--- config.mk ---
export PLATFORM = sky130hd
export DESIGN_NAME = uart_frame_gen
export DESIGN_NICKNAME = d
export VERILOG_FILES = /design/src/rtl/uart_frame_gen.sv
export SDC_FILE = /design/constraint.sdc
export NUM_CORES = 1
export LEC_CHECK = 0
export CAP_MARGIN = 20
export CORE_ASPECT_RATIO = 0.5
export CORE_MARGIN = 5
export CORE_UTILIZATION = 48
export DETAILED_ROUTE_END_ITERATION = 6
export GPL_ROUTABILITY_DRIVEN = 0
export GPL_TIMING_DRIVEN = 0
export HOLD_SLACK_MARGIN = 0.08
export PLACE_DENSITY_LB_ADDON = 0.12
export SETUP_SLACK_MARGIN = 0.1
export SLEW_MARGIN = 0
export SYNTH_ARGS = -nofsm -noshare
export SYNTH_HDL_FRONTEND = slang
export SYNTH_SLANG_ARGS = --single-unit
--- constraint.sdc ---
create_clock -name CLK -period 2.2 [get_ports CLK]
set_input_delay 0.44 -clock CLK [delete_from_list [all_inputs] [get_ports CLK]]
set_output_delay 0.44 -clock CLK [all_outputs]
set_load 0.05 [all_outputs]
--- src/rtl/uart_frame_gen.sv ---
// Multi-character UART frame transmitter: start, LSB-first data, optional parity, 1/2 stop bits.
// Optional macro UART_FRAME_GEN_GAP_EN adds GAP_BITS idle bit times between characters.
module uart_frame_gen #(
   parameter int DATA_WIDTH = 8,
   parameter int MAX_BYTES  = 4
) (
   input  logic                               CLK,
   input  logic                               RST,
   input  logic [5:0]                         PRESCALE,
   input  logic                               PAR_EN,
   input  logic                               PAR_TYP,
   input  logic                               STOP2,
`ifdef UART_FRAME_GEN_GAP_EN
   input  logic [3:0]                         GAP_BITS,
`endif
   input  logic [DATA_WIDTH*MAX_BYTES-1:0]    FRAME_DATA,
   input  logic [$clog2(MAX_BYTES+1)-1:0]     FRAME_LEN,
   input  logic                               FRAME_VLD,
   output logic                               TX_OUT,
   output logic                               BUSY,
   output logic                               BYTE_DONE,
   output logic                               FRAME_DONE
);

   localparam int LW = $clog2(MAX_BYTES+1);
   localparam int BW = $clog2(DATA_WIDTH+1);

   typedef enum logic [2:0] {S_IDLE, S_START, S_DATA, S_PARITY, S_STOP, S_GAP} state_t;

   typedef struct packed {
      logic [5:0] ps;
      logic       par_en;
      logic       par_typ;
      logic       stop2;
   } cfg_t;

   state_t                            state_q, state_d;
   cfg_t                              cfg_q;
   logic [DATA_WIDTH*MAX_BYTES-1:0]   data_q;
   logic [DATA_WIDTH-1:0]             sh_q;
   logic [LW-1:0]                     bytes_left_q;
   logic [LW-1:0]                     len_cl;
   logic [5:0]                        cnt_q;
   logic [BW-1:0]                     bit_idx_q;
   logic                              stop_idx_q;

   logic accept, bit_end, last_bit, last_stop, last_byte, par_bit;
   logic gap_req, last_gap;
   logic tx_bit, byte_done, frame_done;

`ifdef UART_FRAME_GEN_GAP_EN
   logic [3:0] gap_q, gap_cnt_q;
   assign gap_req  = (gap_q != 4'd0);
   assign last_gap = (gap_cnt_q == gap_q - 4'd1);
`else
   assign gap_req  = 1'b0;
   assign last_gap = 1'b1;
`endif

   assign len_cl    = (FRAME_LEN > LW'(MAX_BYTES)) ? LW'(MAX_BYTES) : FRAME_LEN;
   assign accept    = FRAME_VLD && (state_q == S_IDLE) && (FRAME_LEN != '0);
   assign bit_end   = (cnt_q == cfg_q.ps - 6'd1);
   assign last_bit  = (bit_idx_q == BW'(DATA_WIDTH-1));
   assign last_stop = (stop_idx_q == cfg_q.stop2);
   assign last_byte = (bytes_left_q == LW'(1));
   // parity always covers the unshifted current character at the bottom of data_q
   assign par_bit   = (^data_q[DATA_WIDTH-1:0]) ^ cfg_q.par_typ;

   always_ff @(posedge CLK) begin
      if (RST) state_q <= S_IDLE;
      else     state_q <= state_d;
   end

   always_comb begin
      state_d    = state_q;
      tx_bit     = 1'b1;
      byte_done  = 1'b0;
      frame_done = 1'b0;
      unique case (state_q)
         S_IDLE: begin
            if (accept) state_d = S_START;
         end
         S_START: begin
            tx_bit = 1'b0;
            if (bit_end) state_d = S_DATA;
         end
         S_DATA: begin
            tx_bit = sh_q[0];
            if (bit_end && last_bit) state_d = cfg_q.par_en ? S_PARITY : S_STOP;
         end
         S_PARITY: begin
            tx_bit = par_bit;
            if (bit_end) state_d = S_STOP;
         end
         S_STOP: begin
            if (bit_end && last_stop) begin
               byte_done = 1'b1;
               if (last_byte) begin
                  frame_done = 1'b1;
                  state_d    = S_IDLE;
               end else begin
                  state_d = gap_req ? S_GAP : S_START;
               end
            end
         end
         S_GAP: begin
            if (bit_end && last_gap) state_d = S_START;
         end
         default: state_d = S_IDLE;
      endcase
   end

   always_ff @(posedge CLK) begin
      if (RST) begin
         cfg_q        <= '0;
         data_q       <= '0;
         sh_q         <= '0;
         bytes_left_q <= '0;
         cnt_q        <= '0;
         bit_idx_q    <= '0;
         stop_idx_q   <= 1'b0;
`ifdef UART_FRAME_GEN_GAP_EN
         gap_q        <= '0;
         gap_cnt_q    <= '0;
`endif
      end else begin
         if (accept) begin
            cfg_q.ps      <= (PRESCALE == 6'd0) ? 6'd1 : PRESCALE;
            cfg_q.par_en  <= PAR_EN;
            cfg_q.par_typ <= PAR_TYP;
            cfg_q.stop2   <= STOP2;
            data_q        <= FRAME_DATA;
            bytes_left_q  <= len_cl;
`ifdef UART_FRAME_GEN_GAP_EN
            gap_q         <= GAP_BITS;
            gap_cnt_q     <= '0;
`endif
         end

         // cnt_q paces every bit time, including gap bits
         if (state_q == S_IDLE || bit_end) cnt_q <= '0;
         else                              cnt_q <= cnt_q + 6'd1;

         if (state_q == S_START && bit_end) sh_q <= data_q[DATA_WIDTH-1:0];
         if (state_q == S_DATA && bit_end) begin
            sh_q      <= sh_q >> 1;
            bit_idx_q <= last_bit ? '0 : bit_idx_q + BW'(1);
         end

         if (state_q == S_STOP && bit_end) stop_idx_q <= last_stop ? 1'b0 : 1'b1;

         if (byte_done) begin
            data_q       <= data_q >> DATA_WIDTH;
            bytes_left_q <= bytes_left_q - LW'(1);
         end

`ifdef UART_FRAME_GEN_GAP_EN
         if (state_q == S_GAP && bit_end) gap_cnt_q <= last_gap ? '0 : gap_cnt_q + 4'd1;
`endif
      end
   end

   assign TX_OUT     = tx_bit;
   assign BUSY       = (state_q != S_IDLE);
   assign BYTE_DONE  = byte_done;
   assign FRAME_DONE = frame_done;

endmodule

# Word-level counts from Yosys, hierarchy flattened
# Cells that the tools add are included.
# classes
bitwise_logic,1
n_lt_le_gt_ge,1
muxes,25
n_eq_ne,15
n_reduce_logical,19
n_addsub,4
# op_table
cell,n
$mux 24,2
$mux 3,10
$pmux 3 s6,1
$mux 7,2
$ne 2x2->1 const B,6
$reduce_xor 8->1,1
$logic_and 1x1->1,7
$mux 1,7
$add 6x1->6 const B,1
$eq 3x1->1 const B,2
$eq 3x2->1 const B,2
$eq 3x3->1 const B,2
$eq 6x6->1,1
$logic_not 6->1,1
$mux 6,1
$reduce_and 6->1,1
$reduce_bool 3->1,2
$reduce_or 2->1,3
$sub 6x1->6 const B,1
$add 4x1->4 const B,1
$eq 4x3->1 const B,1
$mux 4,1
$reduce_bool 2->1,2
$gt 3x3->1 const B,1
other kinds (6),6
# word_totals
output_inout_bits,4
in_bits,47
wordCells,78
register_bits,66

# Logic depth before layout (Yosys ltp)
# Gate-level depths: netlist of the first run.
# depth
depth_word,6
depth_mapped,11
depth_no_buf,9

# Worst setup path after synthesis of the first run
# OpenSTA, ideal clock, no wires.
# synth_timing
kind,register -> output
from,reg cfg_q[3] (netlist bit)
to,out FRAME_DONE
t_required_ps,1760
path_buffers,1
t_arrival_ps,2302
path_slack_ps,-542
path_stages_with_launch,9
cell_sequence,dfxtp_1 > inv_1 > ha_1 > xnor2_1 > nor2_1 > o211a_2 > nand3_4 > buf_1 > nor2_1
# synth_via
elab_chain_cells,5
# synth_rtl
element,line,source
from (decl),38,cfg_t cfg_q;
$sub 6x1->6,62,assign bit_end = (cnt_q == cfg_q.ps - 6'd1);
$eq 6x6->1,62,
$logic_and 1x1->1,96,if (bit_end && last_stop) begin
$mux 1,96,
$mux 1,79,unique case (state_q)
to (decl),22,output logic FRAME_DONE
# No other way between the ends.

# Worst setup path after layout of the first run
# layout_timing
from,reg cfg_q[4] (netlist bit)
to,out BYTE_DONE
# layout_via
elab_chain_cells,5
# layout_rtl
element,line,source
$sub 6x1->6,62,
$eq 6x6->1,62,
$logic_and 1x1->1,96,
$mux 1,96,
$mux 1,79,
to (decl),21,"output logic BYTE_DONE,"
# No other way between the ends.

==> results of run 1 <==
## kinds of logic after synthesis
| kind of cell | count (synthesis) |
|---|---|
| AOI/OAI and AO/OA | 116 |
| and+or+nand+nor | 110 |
| DFF | 66 |
| buffers and inverters | 37 |
| xor gates and xnor gates | 21 |
| muxes | 10 |
| adders and majority gates | 5 |
## final timing paths
kind                                   to  cells past startpoint
worst max register to register  data_q[5]                     14
worst max-delay path            BYTE_DONE                     10
worst min register to register   cfg_q[8]                      2
worst min-delay path             cfg_q[8]                      2
## metal layers
metal	wire [um]	global-route usage
met1	4229	0.2807
met5	0	0
met4	175	0.07838
met3	644	0.07425
met2	4470	0.4009
## synth_stat cells, drive strengths merged, types with 6 or more instances
master	instances
nor2	23
clkbuf	16
xor2	6
xnor2	15
dfxtp	66
nor3	14
a22oi	25
o22ai	8
nand3	31
a21oi	45
buf	11
inv	10
a211oi	10
nand2	22
mux2i	9
## worst reg2reg max path: stages (launching register included)
cell	delay, ns
sky130_fd_sc_hd__dfxtp_2	0.35
sky130_fd_sc_hd__inv_2	0.05
sky130_fd_sc_hd__ha_4	0.16
sky130_fd_sc_hd__and2_4	0.15
sky130_fd_sc_hd__a211o_1	0.27
sky130_fd_sc_hd__a32o_2	0.26
sky130_fd_sc_hd__nand3_4	0.11
sky130_fd_sc_hd__inv_2	0.05
sky130_fd_sc_hd__buf_6	0.12
sky130_fd_sc_hd__buf_4	0.13
sky130_fd_sc_hd__buf_8	0.14
sky130_fd_sc_hd__buf_12	0.13
sky130_fd_sc_hd__buf_16	0.12
sky130_fd_sc_hd__a22oi_2	0.16
sky130_fd_sc_hd__a21oi_1	0.09
## cell type report
class | count | area, um^2 | area share
Clock buffer | 13 | 270.3 | 0.05509
Inverter | 10 | 40.04 | 0.008161
Tap cell | 92 | 115.1 | 0.02346
Buffer | 25 | 171.4 | 0.03494
Multi-Input combinational cell | 262 | 2113 | 0.4308
Clock inverter | 3 | 46.29 | 0.009436
Timing Repair Buffer | 81 | 817.0 | 0.1665
Sequential cell | 66 | 1333 | 0.2716
## where the power goes
part           switching [mW]  internal (mW)
Clock                   0.517          0.971
Combinational           0.947          0.731
Sequential              0.151           1.36
## metrics by stage
stage	cells	area, um^2	total power, mW	utilization	setup WS [ns]
floorplan	365	3261	2.441	-	0.06462
global placement	507	3876	2.769	0.5877	-0.7958
detailed placement	507	3876	2.807	0.5877	-0.7868
CTS	549	4713	4.556	0.7147	-0.3661
global route	552	4906	4.902	0.7439	-0.4209
finish	552	4906	4.677	0.7439	-0.3478
## state kept, by name, summed over array words and instances (netlist names)
register      count
sh_q              8
bit_idx_q         4
stop_idx_q        1
bytes_left_q      3
cnt_q             6
cfg_q             9
data_q           32
state_q           3
## repair_timing
item / 4_1_cts / 5_1_grt
hold endpoints to repair: 0 / 0
pin swaps: 66 / 39
setup buffers: 23 / 8
setup endpoints to repair: 63 / 70
gates cloned: 3 / 0
resized for setup: 102 / 49
==> impl_metrics.toml, run 1 <==
[synth]
synth_top_family_by_area = "compound AO/OA/AOI/OAI gates"
seq_area_frac_synth = 0.4123
synth.area.top_cells = "sky130_fd_sc_hd__dfxtp_1 41%, sky130_fd_sc_hd__a21oi_1 7.0%, sky130_fd_sc_hd__a22oi_1 5.9%, sky130_fd_sc_hd__nand3_1 4.7%, sky130_fd_sc_hd__xnor2_1 4.1%"
number_of_enable_flip_flop_cells_after_synthesis = 0
adder_cell_share_of_the_synthesized_area = 0.01952
post_synth_xor_area_fraction = 0.05740
synth_area_leader_cell = "sky130_fd_sc_hd__dfxtp_1"
synthCells = 365
syn_area_per_cell_um2 = 8.779
synth_top_flop_cell = "sky130_fd_sc_hd__dfxtp_1"
synth_cell_types = 57
synthMuxAreaShare = 0.03163
post-synth-top-area-fraction = 0.4123
synth_compound_gate_area_share = 0.2448
synthesis.nets = 417
share_of_async_settable_or_async_resettable_flops_after_synthesis = 0
synth.ff_latch_count = 66
synth.cell_area_mm2 = 0.003204
synth_simple_gate_area_frac = 0.1824
yosys_warnings = 0

[sta]
worst_pin_slew_ns = 0.7785
rsz0062_at_grt = "true"
slew_headroom = 0.4810
final_min_period_over_clock_period = 1.158
final.setup.tns_ns = -3.402
achievable-frequency_mhz = 392.5
clock_skew_ns = 0.005719
finalCriticalPeriod_ns = 2.548
worst_slack_ns = -0.3478
slew_violations = 0
timing.hold.ws_ns = 0.4782
final_count_of_negative_setup_slack_endpoints = 29
final-hold-violation-count = 0

[drt]
drt-initial-drc-count = 224
routed_wl_um = 9520
detailedRoute.firstPassIterationCount = 5
route.antenna.remaining_nets = 0
drc = 0
wl_per_cell_um = 17.25
vias_per_cell = 5.763
dr_total_vias = 3181

[clock_network]
clockBufferDepth = 2
tritoncts = "yes"
sink_count_of_the_clock_tree = 66
clock_latency_ns = 0.33
htreeDepth = 3
postCtsHoldBufs = 0
number_of_cts_inserted_buffers = 9
clk_pin_slew_ns = 0.06
cts.root.buffer_cell = "sky130_fd_sc_hd__clkbuf_16"

[worst_hold_path]
hold_path_startpoint = "cfg_q[8]"
hold_path.class = "flop to flop"

[power]
total_power_divided_by_cell_area_mw_per_mm2 = 953.4
max-vdd-ir-drop_mv = 0.4955
total_leakage_power_nw = 1.720

[global_route]
gr-usage-all-layers = 0.2326
grt_remaining_overflow = 0
grt_start_max_net_pins = 12
grt_pass1_wl_um = 15550
antenna_violations_before_repair = 0
number_of_global_route_vias_before_repair = 3232

[critical_path]
reg2reg_from = "cfg_q[4]"
critPathBufInv = 5
critical_path_peak_fanout = 3
worstSetupEndpointType = "output port"
cell_breakdown_of_the_critical_path = "inv_2 -> ha_4 -> and2_4 -> a211o_1 -> a32o_2 -> nand3_4 -> inv_2 -> buf_6 -> buf_12 -> buf_12"
startpoint = "cfg_q[4]"
timing.critical_path.slowest_cell_delay_ns = 0.35
ff2ff_setup_slack_ns = -0.23
critPathRequiredTime_ns = 1.76
critical_path_class = "flop to output port"
critical-path-top-delay-family = "compound AO/OA/AOI/OAI gates"
slowest_stage = "sky130_fd_sc_hd__dfxtp_2"
crit_arrival_ns = 2.11
timing.critical_path.from_type = "flop"

[cells_and_area]
most-common-layout-cells = "59 x sky130_fd_sc_hd__dfxtp_1, 46 x sky130_fd_sc_hd__clkdlybuf4s50_1, 30 x sky130_fd_sc_hd__a21oi_1, 30 x sky130_fd_sc_hd__nand3_1, 24 x sky130_fd_sc_hd__a22oi_2"
drive_above_1_share = 0.3543
final.fill_count = 467
antenna_cells = 0
mostFrequentLayoutCell = "sky130_fd_sc_hd__dfxtp_1"
final_net_count = 507
area_growth_pct = 53.10

[floorplanning]
floorplan.die_area_mm2 = 0.008509
die_height_um = 67.78
total_i_o_pin_count = 51
core_outline_area_mm2 = 0.006595
placementRows = 21
initial_core_util = 0.4859
floorplan.die.width_um = 125.6

[placement]
dp_hpwl_um = 6242
port_buffers = 50

[outcome]
violations_in_the_final_reports = "negative setup slack"
outcome = "finished, violations left"

[job]
max_cap_violations = 0
(Power assumes the default switching activity.)
==> inputs of run 2 (changes only) <==
- ABC_CLOCK_PERIOD_IN_PS: default -> 2200
==> results of run 2 <==
Final layout, timing and power as in run 1 (identical DEF).
==> RTL change 1, RTL diff (flow settings as in run 2) <==
The option `UART_FRAME_GEN_GAP_EN` is turned on by a define.
--- a/src/rtl/uart_frame_gen.sv
+++ b/src/rtl/uart_frame_gen.sv
@@ -1,5 +1,7 @@
 // Multi-character UART frame transmitter: start, LSB-first data, optional parity, 1/2 stop bits.
 // Optional macro UART_FRAME_GEN_GAP_EN adds GAP_BITS idle bit times between characters.
+`define UART_FRAME_GEN_GAP_EN
+
 module uart_frame_gen #(
    parameter int DATA_WIDTH = 8,
    parameter int MAX_BYTES  = 4
Interface: changed (added GAP_BITS); port bits go from 51 to 55. No check against the original RTL was run, so the function may have changed too.
==> RTL change 1 against run 2 <==
The run still ends with setup timing left. Count of clock-buffer cells in the layout is 1 lower. Cell area increased by 3.0%. Sequential cell count rose by 8. Area after synthesis grew 14%. Power increased by 1.8%. First-iteration DRC count decreased by 24%. Routed wire length up 1.4%. Cell count is 11% higher. Worst setup slack better by 110 ps.
==> RTL change 1: results (changes against run 2) <==
| Result | Value | Unit | Delta |
| --- | --- | --- | --- |
| Number of setup violations in the final report | 7 | - | was 29 |
| Post-synth cell types | 58 | - | was 57 |
| Vias per cell | 5.54 | - | was 5.76 |
| Worst r2r dst | state_q[0]$_SDFFE_PP0P_ | - | was data_q[5]$_SDFFE_PP0P_ |
| Static leakage power | 1.87 | nW | was 1.72 nW |
| Global-route wire length before repair | 15.6 | mm | was 15.5 mm |
| Violated checks | setup timing | - | unchanged |
| Worst Reg2Reg Path Length in Cells | 10 | - | was 14 |
| Met1 capacity usage during global routing | 27.4 | % | was 28.1% |
| Worst setup slack for register-to-register paths | -190 | ps | was -230 ps |
| Post-route insts no fill | 611 | - | was 552 |
| Met3 demand-to-capacity share in global routing | 6.45 | % | was 7.42% |
| Per-instance average area after synthesis | 8.49 | µm² | was 8.78 µm² |
| Source of the worst register-to-register timing path | cfg_q[3]$_SDFFE_PP0P_ | - | was cfg_q[4]$_SDFFE_PP0P_ |
| Worst-Margin Slew | 599 | ps | was 779 ps |
| Standard cell area after detailed placement | 0.00435 | mm² | was 0.00388 mm² |
| Post-Place Worst Slack | -833 | ps | was -787 ps |
| Number of buffers added on ports | 54 | - | was 50 |
| Hold endpoint | data_q[31]$_SDFFE_PP0P_ | - | was cfg_q[8]$_SDFFE_PP0P_ |
| Fin nets | 569 | - | was 507 |
| Run status | finished with violations | - | unchanged |
| Worst Setup EP | FRAME_DONE | - | was BYTE_DONE |
| Clock Skews | 8.11 | ps | was 5.72 ps |
| CP max stage delay | 330 | ps | was 350 ps |
| Worst setup margin | -233 | ps | was -348 ps |
| Clk pwr share | 30.9 | % | was 31.8% |
| Share of the synthesized netlist area taken by xor and xnor gates | 6.94 | % | was 5.74% |
| Pin count of the biggest net entering global routing | 13 | - | was 12 |
| Worst vdd ir | 546 | µV | was 496 µV |
| Commonest cells in the netlist | dfxtp_1 (74), nand2_1 (55), a21oi_1 (52), nand3_1 (31), nor2_1 (29) | - | was dfxtp_1 (66), a21oi_1 (45), nand3_1 (30), a22oi_1 (25), nand2_1 (22) |
| Post-route worst hold slack | 465 | ps | was 478 ps |
| Reported combinational group power | 1.62 | mW | was 1.68 mW |
| Fraction of final layout cells with drive strength greater than 1 | 23.3 | % | was 35.4% |
RTL change 1: cell count changes in the layout (fill, tap and decap cells not counted), moves of 8 or more:
cell,delta
a21oi_1,+18
a21oi_2,-10
a22oi_1,+10
a22oi_2,-11
buf_4,-8
dfxtp_1,+8
nand2_1,+32
nor2_1,+12
o22ai_1,-8
RTL change 1: cell type report:
class / count / area, µm² / area share, %
Multi-Input combinational cell: 312 / 2230 / 44.0
Sequential cell: 74 / 1490 / 29.5
Timing Repair Buffer: 70 / 673 / 13.3
Clock buffer: 12 / 246 / 4.88
Buffer: 27 / 188 / 3.71
Tap cell: 96 / 120 / 2.38
Inverter: 16 / 60.1 / 1.19
Clock inverter: 4 / 51.3 / 1.01
RTL change 1: timing repair:
item	4_1_cts	5_1_grt
gates cloned	0	1
gates resized for setup	56	40
pin swaps	15	9
setup endpoints to repair	72	72
setup buffers	11	4
==> RTL change 2, RTL diff (config.mk and constraints of run 2) <==
Without the edit above. Put a register stage on the outputs `TX_OUT`, `BUSY`, `BYTE_DONE` and `FRAME_DONE`, with the module's reset. The values now appear one clock later.
--- a/src/rtl/uart_frame_gen.sv
+++ b/src/rtl/uart_frame_gen.sv
@@ -160,10 +160,19 @@
       end
    end
 
-   assign TX_OUT     = tx_bit;
-   assign BUSY       = (state_q != S_IDLE);
-   assign BYTE_DONE  = byte_done;
-   assign FRAME_DONE = frame_done;
+   always_ff @(posedge CLK) begin
+      if (RST) begin
+         TX_OUT     <= '0;
+         BUSY       <= '0;
+         BYTE_DONE  <= '0;
+         FRAME_DONE <= '0;
+      end else begin
+         TX_OUT     <= tx_bit;
+         BUSY       <= (state_q != S_IDLE);
+         BYTE_DONE  <= byte_done;
+         FRAME_DONE <= frame_done;
+      end
+   end
 
 endmodule
 
Behaviour: not the same (a bounded check fails within 4 cycles, from zero or initial values and one cycle with RST high).
==> RTL change 2 against run 2 <==
The flow still finishes with violations (setup timing). Clock skew up 4.7 ps. Power up 18%. Worst hold slack worse by 2.9 ps. Sequential cell count up 4. Area after synthesis down 0.23%. Clock power up 13%. Routed wire length up 4.2%. Worst setup slack better by 230 ps. Die area down 0.21%. Cell area up 3.2%. Critical endpoint is now bit_idx_q[3]$_SDFFE_PP0P_. Largest power group unchanged.
==> RTL change 2: results (changes against run 2) <==
| Result | Value | Unit | Delta |
| --- | --- | --- | --- |
| Run status | finished with violations | - | unchanged |
| Violated checks | setup timing | - | unchanged |
| Largest fanout on the critical path | 5 | - | was 3 |
| Fin nets | 520 | - | was 507 |
| Worst vdd ir | 568 | µV | was 496 µV |
| Worst r2r dst | bit_idx_q[3]$_SDFFE_PP0P_ | - | was data_q[5]$_SDFFE_PP0P_ |
| Data arrival time of the critical path | 2570 | ps | was 2110 ps |
| Post-Place Worst Slack | -651 | ps | was -787 ps |
| Worst setup margin | -114 | ps | was -348 ps |
| Initial DRC count | 214 | - | was 224 |
| Worst-Margin Slew | 804 | ps | was 779 ps |
| Global-route wire length before repair | 15.9 | mm | was 15.5 mm |
| Post-synth cell types | 50 | - | was 57 |
| Net Sw Frac | 34.5 | % | about the same |
| Wire length per cell | 17.6 | µm | was 17.2 µm |
| CP max stage delay | 450 | ps | was 350 ps |
| Critical-path cell with the highest stage delay | or4_4 | - | was dfxtp_2 |
| Number of setup violations in the final report | 43 | - | was 29 |
| Sum Neg Setup Slack | -1590 | ps | was -3400 ps |
| Total power | 5.54 | mW | was 4.68 mW |
| Clock Skews | 10.5 | ps | was 5.72 ps |
| Count of mapped cells out of synthesis | 382 | - | was 365 |
| Fraction of final layout cells with drive strength greater than 1 | 33.6 | % | was 35.4% |
| Total track usage | 24.0 | % | was 23.3% |
| Standard cell area after detailed placement | 0.00389 | mm² | was 0.00388 mm² |
| Number of search-and-repair iterations in the first detailed-routing pass | 4 | - | was 5 |
[RTL change 2: cell count changes in the layout (fill, tap and decap cells not counted), sizes merged, moves of 3 or more]
cell / before / now
mux2i: 9 / 4
nand3: 31 / 5
dfxtp: 66 / 70
nor2: 23 / 26
clkdlybuf4s50: 46 / 50
o21ai: 5 / 8
nand2: 22 / 65
a21oi: 45 / 48
nor3: 14 / 7
buf: 41 / 33
xnor2: 15 / 11
[RTL change 2: layout make-up]
cell class	instances	area (µm²)
Clock buffer	11	243
Tap cell	92	115
Sequential cell	70	1410
Fill cell	420	1510
Clock inverter	5	106
Buffer	28	226
Timing Repair Buffer	75	727
Inverter	11	43.8
Multi-Input combinational cell	273	2190
[RTL change 2: power groups by stage]
stage	clock [mW]	combinational (mW)	sequential [mW]
5_1_grt	1.76	2.38	1.66
4_1_cts	1.69	1.95	1.62
3_3_place_gp	0	1.39	1.61
2_1_floorplan	0	1.03	1.63
3_5_place_dp	0	1.43	1.62
6_report	1.68	2.22	1.64
[RTL change 2: how the worst min path moves through the flow]
| stage | start | to | slack [ps] | cells after the start |
|---|---|---|---|---|
| finish | data_q[19]$_SDFFE_PP0P_ | data_q[19]$_SDFFE_PP0P_ | 480 | 2 |
| global route | cfg_q[8]$_SDFFE_PP0P_ | cfg_q[8]$_SDFFE_PP0P_ | 490 | 2 |
| CTS | data_q[15]$_SDFFE_PP0P_ | data_q[15]$_SDFFE_PP0P_ | 470 | 2 |
| detailed placement | data_q[9]$_SDFFE_PP0P_ | data_q[9]$_SDFFE_PP0P_ | 450 | 2 |
| global placement | data_q[29]$_SDFFE_PP0P_ | data_q[29]$_SDFFE_PP0P_ | 440 | 2 |
| floorplan | bytes_left_q[2]$_SDFFE_PP0P_ | FRAME_DONE$_SDFF_PP0_ | 430 | 1 |
[RTL change 2: kinds of logic (layout without fill, tap and decap cells)]
family | Yosys count | in the layout | synth area share [%]
muxes | 4 | 4 | 1.25
AOI/OAI and AO/OA | 117 | 117 | 24.0
adders and majority gates | 5 | 5 | 1.96
and+or+nand+nor | 128 | 128 | 18.3
buffers and inverters | 39 | 130 | 5.01
xor gates and xnor gates | 19 | 19 | 5.64
DFF | 70 | 70 | 43.8
[RTL change 2: repair_timing]
action / in CTS / in global routing
setup buffers: 14 / 6
setup endpoints to repair: 67 / 66
resized for setup: 104 / 58
hold buffers: 0 / 0
gates cloned: 5 / 0
pin swaps: 54 / 28
[RTL change 2: routing by layer]
metal | global-route usage (%) | share of wire, %
met3 | 7.42 | 5.6
met1 | 27.5 | 43
met2 | 42.5 | 50
met5 | 0 | 0
met4 | 10.5 | 2.1
[RTL change 2: tightest hold or removal path, cell delays in order (launching register included)]
cell     delay (ps)
dfxtp_1         320
nand2_1          50
a21oi_1          60
